`src/rtl/alarm_msg_uart_tx_if.sv`:
```
// Handshake bundle between the alarm controller side and the alert UART.
interface alarm_msg_uart_tx_if;
  logic mensaje;
  logic gases;
  logic movimiento;
  logic tx;
  logic busy;
  logic done;

  modport master (output mensaje, gases, movimiento, input tx, busy, done);
  modport slave  (input mensaje, gases, movimiento, output tx, busy, done);
endinterface

```
`src/rtl/alarm_msg_uart_tx.sv`:
```
// Sends the 10-byte "ALARMA <cause>\r\n" alert over 8N1 UART on each
// rising edge of mensaje; the cause is latched at trigger time.
module alarm_msg_uart_tx #(
  parameter int CLK_HZ       = 25000000,
  parameter int BAUD         = 9600,
  parameter int CLKS_PER_BIT = CLK_HZ / BAUD
) (
  input logic                clk,
  input logic                rst,
  alarm_msg_uart_tx_if.slave bus
);

  localparam int             CW      = $clog2(CLKS_PER_BIT);
  localparam logic [CW-1:0]  CNT_MAX = CW'(CLKS_PER_BIT - 1);
  localparam logic [7:0]     CAUSE_G = 8'h47;
  localparam logic [7:0]     CAUSE_M = 8'h4D;
  localparam logic [7:0]     CAUSE_X = 8'h58;

  typedef enum logic [1:0] {S_IDLE, S_START, S_DATA, S_STOP} state_e;

  // bit 0 = mensaje, bit 1 = gases, bit 2 = movimiento
  logic [2:0]    meta_q, meta_d;
  logic [2:0]    sync_q, sync_d;
  logic          prev_q, prev_d;

  state_e        state_q, state_d;
  logic [CW-1:0] cnt_q, cnt_d;
  logic [2:0]    bit_q, bit_d;
  logic [3:0]    byte_q, byte_d;
  logic [7:0]    sel_q, sel_d;
  logic          tx_q, tx_d;
  logic          busy_q, busy_d;
  logic          done_q, done_d;

  logic          rise;
  logic          accept;
  logic          bit_end;
  logic [7:0]    cur_byte;

  function automatic logic [7:0] msg_byte(input logic [3:0] idx, input logic [7:0] cause);
    case (idx)
      4'd0:    return 8'h41;
      4'd1:    return 8'h4C;
      4'd2:    return 8'h41;
      4'd3:    return 8'h52;
      4'd4:    return 8'h4D;
      4'd5:    return 8'h41;
      4'd6:    return 8'h20;
      4'd7:    return cause;
      4'd8:    return 8'h0D;
      default: return 8'h0A;
    endcase
  endfunction

  // Edge is only honoured in a true IDLE cycle, not the one carrying done.
  assign rise    = sync_q[0] & ~prev_q;
  assign accept  = (state_q == S_IDLE) & ~done_q & rise;
  assign bit_end = (cnt_q == CNT_MAX);

  // Two-flop synchronizers plus the edge-detect history flop.
  always_comb begin
    meta_d = {bus.movimiento, bus.gases, bus.mensaje};
    sync_d = meta_q;
    prev_d = sync_q[0];
  end

  // Next-state logic: framing walks START -> 8x DATA -> STOP per byte.
  always_comb begin
    state_d = state_q;
    cnt_d   = cnt_q;
    bit_d   = bit_q;
    byte_d  = byte_q;
    sel_d   = sel_q;
    unique case (state_q)
      S_IDLE: begin
        if (accept) begin
          state_d = S_START;
          cnt_d   = '0;
          bit_d   = '0;
          byte_d  = '0;
          sel_d   = sync_q[1] ? CAUSE_G : (sync_q[2] ? CAUSE_M : CAUSE_X);
        end
      end
      S_START: begin
        if (bit_end) begin
          state_d = S_DATA;
          cnt_d   = '0;
        end else begin
          cnt_d = cnt_q + CW'(1);
        end
      end
      S_DATA: begin
        if (bit_end) begin
          cnt_d = '0;
          if (bit_q == 3'd7) begin
            state_d = S_STOP;
            bit_d   = '0;
          end else begin
            bit_d = bit_q + 3'd1;
          end
        end else begin
          cnt_d = cnt_q + CW'(1);
        end
      end
      S_STOP: begin
        if (bit_end) begin
          cnt_d = '0;
          if (byte_q < 4'd9) begin
            byte_d  = byte_q + 4'd1;
            state_d = S_START;
          end else begin
            state_d = S_IDLE;
          end
        end else begin
          cnt_d = cnt_q + CW'(1);
        end
      end
      default: state_d = S_IDLE;
    endcase
  end

  // Outputs are decoded from the next state so the registered tx lines up
  // with the state it belongs to and never glitches.
  always_comb begin
    cur_byte = msg_byte(byte_d, sel_d);
    busy_d   = (state_d != S_IDLE);
    done_d   = (state_q == S_STOP) && (state_d == S_IDLE);
    unique case (state_d)
      S_START: tx_d = 1'b0;
      S_DATA:  tx_d = cur_byte[bit_d];
      default: tx_d = 1'b1;
    endcase
  end

  // State register; reset abandons any frame and forces the line idle.
  always_ff @(posedge clk or posedge rst) begin
    if (rst) begin
      meta_q  <= '0;
      sync_q  <= '0;
      prev_q  <= 1'b0;
      state_q <= S_IDLE;
      cnt_q   <= '0;
      bit_q   <= '0;
      byte_q  <= '0;
      sel_q   <= CAUSE_X;
      tx_q    <= 1'b1;
      busy_q  <= 1'b0;
      done_q  <= 1'b0;
    end else begin
      meta_q  <= meta_d;
      sync_q  <= sync_d;
      prev_q  <= prev_d;
      state_q <= state_d;
      cnt_q   <= cnt_d;
      bit_q   <= bit_d;
      byte_q  <= byte_d;
      sel_q   <= sel_d;
      tx_q    <= tx_d;
      busy_q  <= busy_d;
      done_q  <= done_d;
    end
  end

  assign bus.tx   = tx_q;
  assign bus.busy = busy_q;
  assign bus.done = done_q;

endmodule

```
`src/flat_wrapper.sv`:
```
// flat-port wrapper written by rule: the top's interface ports become plain ports
module alarm_msg_uart_tx_flat 
#(
  parameter int CLK_HZ       = 25000000,
  parameter int BAUD         = 9600,
  parameter int CLKS_PER_BIT = CLK_HZ / BAUD
)
  (clk, rst, bus_mensaje, bus_gases, bus_movimiento, bus_tx, bus_busy, bus_done);
  alarm_msg_uart_tx_if bus_i ();
  input logic clk;
  input logic rst;
  input wire logic [$bits(bus_i.mensaje)-1:0] bus_mensaje;
  input wire logic [$bits(bus_i.gases)-1:0] bus_gases;
  input wire logic [$bits(bus_i.movimiento)-1:0] bus_movimiento;
  output wire logic [$bits(bus_i.tx)-1:0] bus_tx;
  output wire logic [$bits(bus_i.busy)-1:0] bus_busy;
  output wire logic [$bits(bus_i.done)-1:0] bus_done;
  assign bus_i.mensaje = bus_mensaje;
  assign bus_i.gases = bus_gases;
  assign bus_i.movimiento = bus_movimiento;
  assign bus_tx = bus_i.tx;
  assign bus_busy = bus_i.busy;
  assign bus_done = bus_i.done;
  alarm_msg_uart_tx #(.CLK_HZ(CLK_HZ), .BAUD(BAUD), .CLKS_PER_BIT(CLKS_PER_BIT)) u_core (.clk(clk), .rst(rst), .bus(bus_i));
endmodule
```
`config.mk`:
```
export PLATFORM = sky130hd
export DESIGN_NAME = alarm_msg_uart_tx_flat
export DESIGN_NICKNAME = d
export VERILOG_FILES = /design/src/rtl/alarm_msg_uart_tx_if.sv /design/src/rtl/alarm_msg_uart_tx.sv /design/src/flat_wrapper.sv
export SDC_FILE = /design/constraint.sdc
export NUM_CORES = 1
export LEC_CHECK = 0
export CAP_MARGIN = 5
export CORE_MARGIN = 1
export CORE_UTILIZATION = 54
export DETAILED_ROUTE_END_ITERATION = 10
export HOLD_SLACK_MARGIN = 0.02
export PLACE_DENSITY = 0.76
export RECOVER_POWER = 100
export SLEW_MARGIN = 20
export SYNTH_ARGS = -nofsm -noshare
export SYNTH_HDL_FRONTEND = slang
export SYNTH_SLANG_ARGS = --single-unit
```
`constraint.sdc`:
```
create_clock -name clk -period 2.6 [get_ports clk]
set_clock_uncertainty 0.15 [all_clocks]
set_input_delay 0.52 -clock clk [delete_from_list [all_inputs] [get_ports clk]]
set_output_delay 0.52 -clock clk [all_outputs]
set_load 0.01 [all_outputs]
```
After elaboration in Yosys (flattened, before gate mapping)
Index checks and enable logic that the tools add are counted.
- bits of input ports: 5
- register bits: 39
- output and inout bits: 3
- word-level logic and storage cells: 70
- magnitude comparators: 2
- add/subtract/negate cells: 3
- bitwise gates (word level): 5
- equal/unequal tests: 16
- reductions and logical operators: 7
- muxes and demuxes: 26
- operators with widths (cell ; count):
    8-bit case mux with 7 select lines ; 1
    12-bit 2-to-1 mux ; 2
    8-bit 2-to-1 mux ; 3
    12-bit case mux with 2 select lines ; 1
    4-bit by 3-bit == test with 1-bit output (second input constant) ; 4
    12-bit by 1-bit adder with 12-bit output (second input constant) ; 1
    12-bit == test (second input constant) ; 1
    4-bit 2-to-1 mux ; 3
    2-bit 2-to-1 mux ; 5
    3-bit 2-to-1 mux ; 3
    4-bit by 2-bit == test with 1-bit output (second input constant) ; 2
    2-bit case mux with 4 select lines ; 1
    4-bit case mux with 2 select lines ; 1
    2-bit == test (second input constant) ; 3
    3-bit case mux with 2 select lines ; 1
    3-bit OR reduction ; 2
    5-bit 2-to-1 mux ; 1
    4-bit by 1-bit adder with 4-bit output (second input constant) ; 1
    2-bit by 1-bit == test with 1-bit output (second input constant) ; 2
    4-bit by 1-bit == test with 1-bit output (second input constant) ; 1
    4-bit == test (second input constant) ; 1
    2-bit zero test ; 2
    4-bit zero test ; 1
    3-bit by 4-bit < comparator with 1-bit output (second input constant) ; 1
    other kinds (11) ; 15

Depth between registers and ports, before layout
- depth after elaboration: 11
- gate-level depth with buffers: 13
- mapped depth without buffers: 11

Worst setup path after synthesis
OpenSTA, ideal clock, no wires.
- path type: register -> register
- from: register u_core.state_q[0]
- to: register u_core.tx_q (netlist: u_core.bus.tx)
- buffers on the path: 1
- data arrival time: 2.547 ns
- setup slack: -0.180 ns
- required time: 2.367 ns
- cell stages (with the launch flop): 12
- setup time: 0.083 ns
- period minus slack after synthesis: 2.780 ns
- cells stage by stage: dfrtp_1 inv_1 ha_1 inv_2 or4b_1 buf_2 or3_4 nand2_4 o211ai_4 a2111oi_4 o41ai_1 a41oi_1
- elaborated cells on any way between the ends: 34
- classes of those cells: eq/ne (13); mux (16); bitwise (2); reduce/logical (3)
- RTL lines (item ; line ; source):
    start: declaration ; alarm_msg_uart_tx.sv:26 ; state_e state_q, state_d;
    start signal: assignment ; alarm_msg_uart_tx.sv:153 ; state_q <= state_d;
    2-bit zero test * ; alarm_msg_uart_tx.sv:57, alarm_msg_uart_tx.sv:74 ;
    1-bit bitwise AND (2 in series) ; alarm_msg_uart_tx.sv:57 ; assign accept = (state_q == S_IDLE) & ~done_q & rise;
    8-bit 2-to-1 mux ; alarm_msg_uart_tx.sv:76 ; if (accept) begin
    8-bit 2-to-1 mux * ; alarm_msg_uart_tx.sv:74 ; unique case (state_q)
    named net u_core.sel_d[4] ; alarm_msg_uart_tx.sv:30 ; logic [7:0] sel_q, sel_d;
    8-bit case mux with 7 select lines * ; alarm_msg_uart_tx.sv:41 ; case (idx)
    1-bit binary-select mux with 3-bit select * ; alarm_msg_uart_tx.sv:130 ; S_DATA: tx_d = cur_byte[bit_d];
    1-bit 2-to-1 mux (implied by the code) * ; alarm_msg_uart_tx.sv:130 ;
    1-bit case mux with 2 select lines * ; alarm_msg_uart_tx.sv:128 ; unique case (state_d)
    named net u_core.tx_d ; alarm_msg_uart_tx.sv:31 ; logic tx_q, tx_d;
    end signal: assignment ; alarm_msg_uart_tx.sv:158 ; tx_q <= tx_d;
    end: declaration ; alarm_msg_uart_tx.sv:31 ;
Mark *: on every way through the listed nets, which the timed path passes. The rest lies on a longest branch. The select of a mux whose other input is x is not followed.
A chain may end at the register's enable or synchronous reset.

Final worst setup path
- from: register u_core.state_q[0]
- to: register u_core.tx_q (netlist: u_core.bus.tx)
- word-level cells in the longest chain between the ends: 11
- elaborated cells on any way between the ends: 34
- classes of those cells: eq/ne (13); mux (16); bitwise (2); reduce/logical (3)
- ends and longest elaborated chain (item ; line):
    2-bit zero test ; alarm_msg_uart_tx.sv:57, alarm_msg_uart_tx.sv:74
    1-bit bitwise AND (2 in series) ; alarm_msg_uart_tx.sv:57
    4-bit 2-to-1 mux ; alarm_msg_uart_tx.sv:76
    4-bit case mux with 2 select lines ; alarm_msg_uart_tx.sv:74
    4-bit by 2-bit == test with 1-bit output (tied with other cells) ; alarm_msg_uart_tx.sv:41
    3-bit OR reduction (no line) ; --
    8-bit case mux with 7 select lines ; alarm_msg_uart_tx.sv:41
    1-bit binary-select mux with 3-bit select ; alarm_msg_uart_tx.sv:130
    1-bit 2-to-1 mux (implied by the code) ; alarm_msg_uart_tx.sv:130
    1-bit case mux with 2 select lines * ; alarm_msg_uart_tx.sv:128
    named net u_core.tx_d ; alarm_msg_uart_tx.sv:31
Marks and branches as above.

==> impl_metrics.csv <==
group,metric,value,unit
die,rows,22,
power,irDropWorstVdd,0.000505,V
clocking,cts.clk_slew.worst_paths,0.07,ns
min_path,hold_depth,0,
sta,max_freq,378,MHz
sta,fin_crit_sh,102,%
run,maxCapViolCount,0,
synthesis,avgSynthCellArea,9.56,µm²
synthesis,synth_fp_nets,246,
die,die_area,4350,µm²
setup_path,worstPathCellList,"inv_2, ha_4, nor4bb_1, buf_4, o21ai_4, o2bb2ai_1, a41o_1, a31o_2, a211oi_1, o41ai_1, a41oi_1",
placed_design,hpwl,3.66,mm
clocking,htreeDepth,2,
sta,final_max_slew_viol_count,0,
clocking,cts_buffers,5,
synthesis,synth_edf_count,0,
clocking,insertion_delay,0.29,ns
drt,via_per_inst,5.95,
power,total_power,1.81,mW
synthesis,ys_types,57,
synthesis,synthCells,231,
sta,rsz0062_at_grt,"yes",
setup_path,critPathArrivalTime,2.71,ns
final_layout,fillers,230,
sta,layout_min_cycle_time,2.65,ns
die,core_area,3800,µm²
sta,setup_viol,1,
drt,ant_nets,0,
die,die_x,66.0,µm
drt,wl_per_cell,15.9,µm
sta,tightestPinTransition,0.924,ns
clocking,cts_root_buf,"clkbuf_8",
clocking,cts_tree,"built",
drt,finalWirelength,5.27,mm
sta,fin_tns_setup,-0.0471,ns
clocking,clockBufferDepth,2,
clocking,ctsHoldBuffers,0,
synthesis,synth_top_cell_by_area,"dfrtp_1",
setup_path,crit_path_end_kind,"flop",
die,start_util,58.1,%
power,p_leak,1.32,nW
power,power.density,633,nW/µm²
setup_path,crit_type,"reg2reg",
sta,slew_headroom,38.4,%
drt,vias,1976,
final_layout,syn_to_final_growth,29.8,%
status,outcome,"finished with violations",
drt,drcViolationCount,0,
drt,first_pass_iters,4,
synthesis,synthArstFlopShare,100,%
setup_path,critPathRequiredTime,2.66,ns
global_routing,grt_max_degree,40,
setup_path,crit_slowest_cell,"dfrtp_1",
synthesis,ys_ff_latch,39,
global_routing,first_global_vias,1822,
setup_path,r2r_cells,11,
sta,setup_ws,-0.0471,ns
global_routing,grt_antenna_before_repair,0,
drt,drt_iter0_markers,150,
setup_path,crit_fanout,7,
final_layout,layout-drive-gt1-share,32.0,%
placed_design,io_buffer_count,7,
synthesis,syn-cell-area,2210,µm²
synthesis,synthTopCellsByArea,"dfrtp_1 40%, ha_1 5.7%, nand2_1 5.4%, dfstp_2 4.8%, o21ai_0 4.5%",
status,violations,"negative setup slack",
synthesis,yosysTopAreaCellShare,39.7,%
global_routing,grt_overflow,0,
synthesis,ys.flop_type,"dfrtp_1",
final_layout,nets,298,
final_layout,n_antenna_cell,0,
synthesis,synth.yosys.seq_area_share,44.4,%
global_routing,grt_util_all_layers,26.8,%
setup_path,max_stage_delay,0.41,ns
final_layout,layout_common_cells,"47 x buf_4, 35 x dfrtp_1, 31 x nand2_1",
placed_design,gp_congestion,0.852,
min_path,hp-class,"reg2reg",
synthesis,ys_warn_count,0,
final_layout,layout_commonest_cell,"buf_4",
die,io_pins,8,
clocking,clock_sinks,39,
setup_path,start_kind,"flop",
global_routing,grt_pass1_wl,8.60,mm
sta,hold_viol_final,0,
die,dieHeight,66.0,µm
==> per-layer routing <==
layer | vias to the layer above | share of wire, % | track usage [%]
li1 | 941 | - | -
met1 | 953 | 45 | 37.9
met2 | 70 | 47 | 39.9
met3 | 12 | 5.9 | 7.07
met4 | 0 | 2.1 | 8.51
met5 | - | 0 | 0
==> power breakdown <==
part | switching (mW) | internal (mW)
sequential | 0.0334 | 0.690
clock | 0.204 | 0.310
combinational | 0.323 | 0.253
==> state kept, by name, indices dropped and copies added, names as in the netlist <==
| register | count |
|---|---|
| u_core.bus.done | 1 |
| u_core.bus.tx | 1 |
| u_core.byte_q | 4 |
| u_core.cnt_q | 12 |
| u_core.sync_q | 3 |
| u_core.prev_q | 1 |
| u_core.bus.busy | 1 |
| u_core.sel_q | 8 |
| u_core.state_q | 2 |
| u_core.bit_q | 3 |
| u_core.meta_q | 3 |
==> worst max-delay path, delay by kind of cell (launching register included) <==
family / cells / cell delay [ns]
DFF: 1 / 0.41
AOI/OAI and AO/OA: 7 / 1.32
buffers and inverters: 2 / 0.31
adders and majority gates: 1 / 0.15
and+or+nand+nor: 1 / 0.24
==> cell usage after synthesis (3+ instances only) <==
| library cell | n |
|---|---|
| clkbuf_1 | 4 |
| buf_2 | 4 |
| nor2_1 | 12 |
| o21ai_0 | 20 |
| and3_1 | 9 |
| nand3_1 | 6 |
| ha_1 | 10 |
| inv_1 | 12 |
| a211oi_1 | 3 |
| dfstp_2 | 4 |
| dfrtp_1 | 35 |
| o21a_1 | 3 |
| nor3_1 | 6 |
| nand2b_1 | 6 |
| a21oi_1 | 8 |
| nor2b_1 | 3 |
| nand2_1 | 32 |
| o211ai_1 | 3 |
| nand4_1 | 3 |
==> per-stage QoR <==
stage	instances	instance area (µm²)	utilization, %	setup slack (ns)	hold slack [ns]
final	332	2870	75.5	-0.0471	0.203
after global routing	332	2870	75.5	-0.196	0.212
after CTS	328	2790	73.4	0.00695	0.208
after detailed placement	320	2630	69.3	-0.0937	0.190
after global placement	320	2630	69.3	-0.0618	0.185
after floorplan	231	2230	-	-0.0329	0.181
==> kinds of logic (layout without fill, tap and decap cells) <==
| family | after synthesis | after routing | share of synthesized area [%] |
|---|---|---|---|
| compound gates | 61 | 61 | 20.6 |
| xor+xnor | 1 | 1 | 0.397 |
| fa+ha+maj | 10 | 10 | 5.67 |
| buf+inv | 24 | 77 | 4.70 |
| flops | 39 | 39 | 44.4 |
| mux | 1 | 1 | 0.510 |
| simple gates | 95 | 95 | 23.7 |
==> cell type report <==
class / instances / area [µm²] / area share (%)
clock buffers: 6 / 82.6 / 2.88
clock inverters: 2 / 35.0 / 1.22
inverters: 14 / 52.6 / 1.83
multi-input cells: 168 / 1230 / 42.8
flip-flops and latches: 39 / 981 / 34.2
well taps: 48 / 60.1 / 2.10
repair buffers: 55 / 428 / 14.9
==> worst paths after layout <==
check                                    to               from  slack [ns]
setup / recovery              u_core.bus.tx  u_core.state_q[0]       -0.05
hold / removal             u_core.sync_q[1]   u_core.meta_q[1]        0.20
setup reg to reg              u_core.bus.tx  u_core.state_q[0]       -0.05
hold reg to reg            u_core.sync_q[1]   u_core.meta_q[1]        0.20
max in group asynchronous   u_core.sel_q[0]                rst        0.93
min in group asynchronous     u_core.prev_q                rst        0.80
==> what timing repair did <==
| item | in CTS | in global routing |
|---|---|---|
| endpoints found under the setup margin | 1 | 2 |
| pin swaps | 3 | 4 |
| buffers inserted | 0 | 4 |
| resized for setup | 8 | 9 |
Power figures use the tool's default switching activity.
